`src/rtl/uart_aux_pkg.sv`:
```
// Shared definitions for the auxiliary UART: receiver state encoding,
// bit timing, frame layout and parity-slot check modes.
package uart_aux_pkg;

  localparam int N_BITS_STATE  = 6;
  localparam int TICKS_PER_BIT = 16;

  localparam int FRAME_START  = 0;
  localparam int FRAME_DATA   = 8;
  localparam int FRAME_PARITY = 9;
  localparam int FRAME_STOP   = 10;

  localparam int PAR_ZERO = 0;
  localparam int PAR_EVEN = 1;
  localparam int PAR_ODD  = 2;

  typedef enum logic [N_BITS_STATE-1:0] {
    S_IDLE   = 6'b000001,
    S_START  = 6'b000010,
    S_DATA   = 6'b000100,
    S_PARITY = 6'b001000,
    S_STOP   = 6'b010000,
    S_BREAK  = 6'b100000
  } rx_state_t;

  // data_xor is the XOR of all received data bits, slot the parity slot.
  function automatic logic parity_fail(
    input int   mode,
    input logic data_xor,
    input logic slot
  );
    if (mode == PAR_EVEN)
      return data_xor ^ slot;
    else if (mode == PAR_ODD)
      return ~(data_xor ^ slot);
    else
      return slot;
  endfunction

endpackage

```
`src/rtl/uart_rx_sync.sv`:
```
// Two-flop synchronizer for the asynchronous rx pin; resets to idle-high.
// Ports: clock, reset (async high), din (raw line), dout (synchronized).
module uart_rx_sync (
  input  logic clock,
  input  logic reset,
  input  logic din,
  output logic dout
);

  logic meta;

  always_ff @(posedge clock or posedge reset) begin
    if (reset) begin
      meta <= 1'b1;
      dout <= 1'b1;
    end else begin
      meta <= din;
      dout <= meta;
    end
  end

endmodule

```
`src/rtl/uart_rx_aux.sv`:
```
// 16x-oversampled UART receiver: start, 8 data LSB first, parity slot, stop.
// Ports: clock, reset, s_ticks, rx_data_in -> rx_data_out, rx_done,
// parity_err, frame_err, rx_busy.
module uart_rx_aux #(
  parameter int N_BITS_DATA   = 8,
  parameter int N_CONT_TICKS  = 4,
  parameter int TICKS_PER_BIT = uart_aux_pkg::TICKS_PER_BIT,
  parameter int PARITY_MODE   = 0
) (
  input  logic                   clock,
  input  logic                   reset,
  input  logic                   s_ticks,
  input  logic                   rx_data_in,
  output logic [N_BITS_DATA-1:0] rx_data_out,
  output logic                   rx_done,
  output logic                   parity_err,
  output logic                   frame_err,
  output logic                   rx_busy
);

  import uart_aux_pkg::*;

  localparam logic [N_CONT_TICKS-1:0] T_HALF =
    N_CONT_TICKS'(TICKS_PER_BIT / 2 - 1);
  localparam logic [N_CONT_TICKS-1:0] T_LAST =
    N_CONT_TICKS'(TICKS_PER_BIT - 1);
  localparam logic [N_CONT_TICKS-1:0] B_LAST =
    N_CONT_TICKS'(N_BITS_DATA - 1);

  rx_state_t                state;
  logic [N_CONT_TICKS-1:0]  tick_cnt;
  logic [N_CONT_TICKS-1:0]  bit_cnt;
  logic [N_BITS_DATA-1:0]   shreg;
  logic                     par_bit;
  logic                     rxs;

  uart_rx_sync u_sync (
    .clock (clock),
    .reset (reset),
    .din   (rx_data_in),
    .dout  (rxs)
  );

  assign rx_busy = (state != S_IDLE);

  always_ff @(posedge clock or posedge reset) begin
    if (reset) begin
      state       <= S_IDLE;
      tick_cnt    <= '0;
      bit_cnt     <= '0;
      shreg       <= '0;
      par_bit     <= 1'b0;
      rx_data_out <= '0;
      rx_done     <= 1'b0;
      parity_err  <= 1'b0;
      frame_err   <= 1'b0;
    end else begin
      rx_done <= 1'b0;
      case (state)
        S_IDLE: begin
          tick_cnt <= '0;
          bit_cnt  <= '0;
          if (!rxs)
            state <= S_START;
        end
        // Re-check the line at mid start bit to reject glitches.
        S_START: begin
          if (s_ticks) begin
            if (tick_cnt == T_HALF) begin
              tick_cnt <= '0;
              state    <= rxs ? S_IDLE : S_DATA;
            end else begin
              tick_cnt <= tick_cnt + 1'b1;
            end
          end
        end
        S_DATA: begin
          if (s_ticks) begin
            if (tick_cnt == T_LAST) begin
              tick_cnt <= '0;
              shreg    <= {rxs, shreg[N_BITS_DATA-1:1]};
              if (bit_cnt == B_LAST) begin
                bit_cnt <= '0;
                state   <= S_PARITY;
              end else begin
                bit_cnt <= bit_cnt + 1'b1;
              end
            end else begin
              tick_cnt <= tick_cnt + 1'b1;
            end
          end
        end
        S_PARITY: begin
          if (s_ticks) begin
            if (tick_cnt == T_LAST) begin
              tick_cnt <= '0;
              par_bit  <= rxs;
              state    <= S_STOP;
            end else begin
              tick_cnt <= tick_cnt + 1'b1;
            end
          end
        end
        S_STOP: begin
          if (s_ticks) begin
            if (tick_cnt == T_LAST) begin
              tick_cnt    <= '0;
              rx_data_out <= shreg;
              parity_err  <= parity_fail(PARITY_MODE, ^shreg, par_bit);
              frame_err   <= ~rxs;
              rx_done     <= 1'b1;
              state       <= rxs ? S_IDLE : S_BREAK;
            end else begin
              tick_cnt <= tick_cnt + 1'b1;
            end
          end
        end
        // Held-low line must return high before a new start is accepted.
        S_BREAK: begin
          tick_cnt <= '0;
          if (rxs)
            state <= S_IDLE;
        end
        default: begin
          tick_cnt <= '0;
          state    <= S_IDLE;
        end
      endcase
    end
  end

endmodule

```
`config.mk`:
```
export PLATFORM = sky130hd
export DESIGN_NAME = uart_rx_aux
export DESIGN_NICKNAME = d
export VERILOG_FILES = /design/src/rtl/uart_aux_pkg.sv /design/src/rtl/uart_rx_sync.sv /design/src/rtl/uart_rx_aux.sv
export SDC_FILE = /design/constraint.sdc
export NUM_CORES = 1
export LEC_CHECK = 0
export ABC_AREA = 1
export BUFFER_PORTS_ARGS = -buffer_cell sky130_fd_sc_hd__buf_2
export CORE_UTILIZATION = 53
export CTS_CLUSTER_DIAMETER = 200
export DETAILED_ROUTE_END_ITERATION = 10
export PLACE_DENSITY = 0.81
export SLEW_MARGIN = 20
export SYNTH_ARGS = -nofsm -noshare
export SYNTH_HDL_FRONTEND = slang
export SYNTH_SLANG_ARGS = --single-unit
```
`constraint.sdc`:
```
create_clock -name clock -period 1.5 [get_ports clock]
set_input_delay 0.375 -clock clock [delete_from_list [all_inputs] [get_ports clock]]
set_output_delay 0.375 -clock clock [all_outputs]
set_load 0.01 [all_outputs]
```
After elaboration in Yosys (flattened, before gate mapping)
Index checks and enable logic that the tools add are counted.
Storage, ports and cells
  register bits: 36
  bits in latches: 0
  memory bits (writable): 0
  ROM bits: 0
  input bits: 4
  output and inout bits: 12
  logic and storage cells: 70
  memories kept: 0
Cells by class
  add/subtract/negate cells: 2
  multiply operators: 0
  div/mod/pow operators: 0
  magnitude comparators: 0
  equal/unequal tests: 22
  shift operators: 0
  multiplexer cells: 26
  bitwise logic cells: 1
  reduce and logical (&&, ||, !) cells: 8
Operators with widths (number)
  6-bit 2-to-1 mux: 12
  6-bit case mux with 6 select lines: 1
  4-bit 2-to-1 mux: 7
  2-bit inequality test (second input constant): 10
  4-bit case mux with 2 select lines: 2
  3-bit AND reduction: 4
  11-bit AND reduction: 1
  4-bit by 1-bit adder with 4-bit output (second input constant): 2
  4-bit by 3-bit equality test with 1-bit output (second input constant): 2
  6-bit by 1-bit equality test with 1-bit output (second input constant): 1
  6-bit by 2-bit equality test with 1-bit output (second input constant): 1
  6-bit by 3-bit equality test with 1-bit output (second input constant): 1
  6-bit by 4-bit equality test with 1-bit output (second input constant): 1
  6-bit by 5-bit equality test with 1-bit output (second input constant): 1
  6-bit equality test (second input constant): 1
  6-bit by 1-bit inequality test with 1-bit output (second input constant): 1
  4-bit equality test (second input constant): 1
  2-bit by 1-bit inequality test with 1-bit output (second input constant): 2
  1-bit 2-to-1 mux: 3
  3-bit 2-to-1 mux: 1
  3-bit OR reduction: 1
  2-bit AND reduction: 1
  2-bit nonzero test: 1
  1-bit NOT: 1

Longest topological paths before layout
  depth in word-level cells: 5
  gate-level depth with buffers: 9

Modules after synthesis
From an unflattened synthesis, not the netlist that was laid out.
Unflattened totals
  cell total of the unflattened synthesis: 203
  area, all modules: 1731.7 um2
By module, submodules not included
  uart_rx_aux: instances 1, cells an instance 200, area an instance 1675.4 um2
  uart_rx_sync: instances 1, cells an instance 3, area an instance 56.3 um2

Worst setup path after synthesis
No wires, ideal clock.
  kind: register -> register
  from: register tick_cnt[0]
  to: register frame_err
  library setup time: 118 ps
  arrival time: 1315 ps
  data required time: 1382 ps
  path slack: 67 ps
  stages on the path, launching flop included: 10
  clock period less this slack: 1433 ps
  cells stage by stage: dfrtp_1 -> ha_1 -> nand2_1 -> nor2_2 -> nand2_4 -> nor2_8 -> inv_4 -> buf_6 -> nand2_1 -> nand2_1
Between the ends
  word-level cells in the longest chain between the ends: 2
Ends and longest elaborated chain
  start, declared: line uart_rx_aux.sv:31  | logic [N_CONT_TICKS-1:0] tick_cnt;
  start signal, assigned: line uart_rx_aux.sv:73  | tick_cnt <= tick_cnt + 1'b1;
  start signal, assigned: line uart_rx_aux.sv:89  | tick_cnt <= tick_cnt + 1'b1;
  start signal, assigned: line uart_rx_aux.sv:100  | tick_cnt <= tick_cnt + 1'b1;
  4-bit equality test: line uart_rx_aux.sv:106  | if (tick_cnt == T_LAST) begin
  3-bit AND reduction (no source line)
  end signal, assigned: line uart_rx_aux.sv:110  | frame_err <= ~rxs;
  end, declared: line uart_rx_aux.sv:17  | output logic frame_err,
No other way between the ends.
A chain may end at the register's enable or synchronous reset.

Worst setup path in the final report
  from: register state[0]
  to: output port rx_busy
Between the ends
  word-level cells in the longest chain between the ends: 1
Ends and longest elaborated chain
  start, declared: line uart_rx_aux.sv:30  | rx_state_t state;
  start signal, assigned: line uart_rx_aux.sv:71  | state <= rxs ? S_IDLE : S_DATA;
  start signal, assigned: line uart_rx_aux.sv:112  | state <= rxs ? S_IDLE : S_BREAK;
  6-bit by 1-bit inequality test with 1-bit output: line uart_rx_aux.sv:44  | assign rx_busy = (state != S_IDLE);
  end, declared: line uart_rx_aux.sv:18  | output logic rx_busy
No other way between the ends.

==> impl_metrics.yaml <==
run_status:
  outcome: "finished with violations"
  failed_checks: "setup timing"
cells_and_area:
  layoutNonFillerInstCount: 297
  drive_above_1_share_pct: 45.4
  fin_nets: 256
  synthToLayoutAreaGrowth_pct: 30.1
  num_antenna_cells: 0
global_route:
  grt_pass1_wl_um: 6040
  track_usage_pct: 22.8
  met3_usage_pct: 6.30
  gr-usage-met2_pct: 34.0
  grt_util_met1_pct: 31.5
  antenna_found_initial: 0
  grt-ovfl-total: 0
  grt_pass1_vias: 1362
  gr-max-usage-layer: "met2"
  grt_max_degree: 37
placed_design:
  routabilityCongestion: 0.893
  place_inst: 271
  numPortBuffers: 15
  dp_hpwl_um: 2440
power_and_ir_drop:
  ir_worst_vdd_mv: 0.599
  power_density_nw_per_um2: 1350
  p_leak_nw: 1.29
sta:
  skew_ns: 0.0157
  layout_setup_ws_ns: -0.192
  hold_slack_ns: 0.0342
  finalCriticalPeriod_ns: 1.69
  hold_viol: 0
  drv_slew: 0
  grt_setup_unrepaired: "yes"
  tightest_slew_ns: 0.266
  setup_viol: 16
  post-route-period-util_pct: 113
  fmax_mhz: 591
  maxSlewHeadroom_pct: 82.2
clock_network:
  cts_buffers: 5
  cts-root-buf: "clkbuf_4"
  cts_tree: "built"
  path_clk_slew_ns: 0.12
  clk_latency_ns: 0.36
  cts_buffer_depth: 2
  cts.sinks: 36
  htreeDepth: 2
routing:
  drc: 0
  totalWireLength_um: 4540
  antenna_left: 0
  vias: 1598
  avgRoutedWirePerCell_um: 15.3
  via_per_inst: 5.38
  drtPass1Iterations: 4
  drtIter0Drc: 122
worst_setup_path:
  crit_type: "reg -> out"
  reg2reg_depth: 7
  worstPathBufferInverterCount: 2
  crit_family: "flip-flops"
  critPathMaxFanout: 2
  rr_startpoint: "state[0]$_DFFE_PP1P_"
  cp.required_ns: 1.12
  critPathSlowestCell: "dfstp_2"
  crit_arrival_ns: 1.32
  worstSetupStartpointType: "flip-flop"
  slowest_delay_ns: 0.55
  rrSetupSlack_ns: -0.09
  cp-end-kind: "output port"
  r2r-end: "shreg[5]$_DFFE_PP0P_"
  path_cells: "inv_1 -> nor2_2 -> nand3_1 -> buf_2"
logic_synthesis:
  syn_area_sq_um: 1860
  synth_top_cell_by_area: "dfrtp_1"
  synthCells: 208
  synthTopCellsByArea: "dfrtp_1 44%, nand2_1 11%, inv_1 4.8%, dfstp_2 4.2%, nand3_4 3.8%"
  synth.top_cell.area_share_pct: 44.4
  synth_area_per_cell_sq_um: 8.94
  ys_ff_latch: 36
  ys_seq_area_share_pct: 48.6
  synth_nets: 214
  synth_cell_types: 30
  ys_warn_count: 0
floorplan:
  die_y_um: 61.3
  dieArea_sq_um: 3750
  dieWidth_um: 61.3
  io_pins: 16
  num_rows: 21
  start_util_pct: 55.8
  core_area_sq_um: 3340
min_path:
  hp-class: "in -> async"
flow_run:
  max_cap_violations: 0
[per-layer routing]
metal	share of wire [%]	vias up
met5	0	-
met4	3.4	0
met1	41	770
met3	6.4	16
li1	-	749
met2	49	63
[worst reg2reg max path, cell delays in order (launching register included)]
cell and delay (ns):
dfstp_2 0.39, buf_4 0.14, nor2_4 0.22, nand3_4 0.20, nor2_8 0.22, clkbuf_16 0.19
nand2_1 0.05, o21ai_1 0.09
[Yosys cell counts]
| cell type | instances |
|---|---|
| nand3b_1 | 1 |
| nor3_1 | 1 |
| inv_4 | 1 |
| nand2_4 | 2 |
| xor2_1 | 2 |
| o31ai_1 | 1 |
| nand3_4 | 4 |
| nand4_1 | 4 |
| o22ai_1 | 1 |
| nor2_8 | 2 |
| ha_1 | 2 |
| a21oi_2 | 1 |
| nand2_2 | 1 |
| dfstp_2 | 3 |
| nor2_4 | 5 |
| buf_6 | 2 |
| a21oi_1 | 5 |
| nand2_1 | 57 |
| dfrtp_1 | 33 |
| or2_2 | 1 |
| nor2_1 | 15 |
| inv_2 | 2 |
| o21ai_0 | 6 |
| o21ai_1 | 4 |
| inv_1 | 24 |
| nor2_2 | 7 |
| a22o_1 | 1 |
| nand3_1 | 13 |
| nand3_2 | 1 |
| o21ai_2 | 6 |
[sequential cells by signal (all words and copies together) (netlist names)]
name,flops
rx_done,1
shreg,8
rx_data_out,8
par_bit,1
frame_err,1
parity_err,1
u_sync.dout,1
u_sync.meta,1
bit_cnt,4
state,6
tick_cnt,4
[layout make-up]
class | count | area, sq um
clock buffer | 7 | 55.1
clock inverter | 1 | 7.51
fill | 233 | 917
inverter | 27 | 109
multi-input combinational | 143 | 995
sequential | 36 | 906
tap | 46 | 57.6
timing repair buffer | 37 | 290
[logic make-up after synthesis]
kind of cell / synth area share [%]
simple gates: 33.8
flops: 48.6
compound gates: 8.54
fa+ha+maj: 1.34
xor+xnor: 0.942
buf+inv: 6.79
[cell usage in the layout, fill, tap and decap left out, types with 2 or more instances in the layout]
master     n
clkbuf_4   5
nor2_4    10
nand2_2   11
nand3_1   12
nor2_8     2
o21ai_1    5
o21ai_2   11
inv_2      4
xor2_1     2
buf_6      2
buf_2     15
a21oi_1    4
nor2_1     9
buf_4     17
inv_1     22
nand2_4    5
buf_12     2
nand3_4    5
nand2_1   43
nor2_2     8
dfstp_2    3
dfrtp_1   32
nand4_1    4
a21oi_2    2
[report_power, final]
part | total, mW | switching (mW) | leakage (nW) | internal, mW
sequential | 1.14 | 0.0827 | 0.458 | 1.06
combinational | 1.55 | 0.971 | 0.802 | 0.582
clock | 0.570 | 0.341 | 0.0315 | 0.229
[through the flow]
stage	TNS, ns	power, mW	setup slack, ns	cell area [sq um]	utilization (%)
finish	-0.715	3.27	-0.192	2420	72.5
global route	-3.07	3.44	-0.223	2420	72.5
CTS	-0.192	2.95	-0.190	2150	64.6
detailed placement	0	2.25	0.00251	2030	60.7
global placement	0	2.23	0.0484	2030	60.7
floorplan	0	2.00	0.0670	1860	-
[how the worst max path moves through the flow]
stage	startpoint	end	slack (ns)	depth (start not counted)
after floorplan	tick_cnt[0]$_DFFE_PP0P_	frame_err$_DFFE_PP0P_	0.07	9
after global placement	tick_cnt[0]$_DFFE_PP0P_	bit_cnt[2]$_DFFE_PP0P_	0.05	9
after detailed placement	tick_cnt[0]$_DFFE_PP0P_	shreg[0]$_DFFE_PP0P_	0.003	8
after CTS	state[0]$_DFFE_PP1P_	rx_busy	-0.19	4
after global routing	state[0]$_DFFE_PP1P_	rx_busy	-0.22	4
final	state[0]$_DFFE_PP1P_	rx_busy	-0.19	4
[what timing repair did]
action | 4_1_cts | 5_1_grt
gates cloned | 0 | 1
setup endpoints to repair | 12 | 33
buffers inserted | 8 | 9
resized for setup | 3 | 53
pin swaps | 7 | 12
hold buffers | 0 | 0
(Power assumes the default switching activity.)
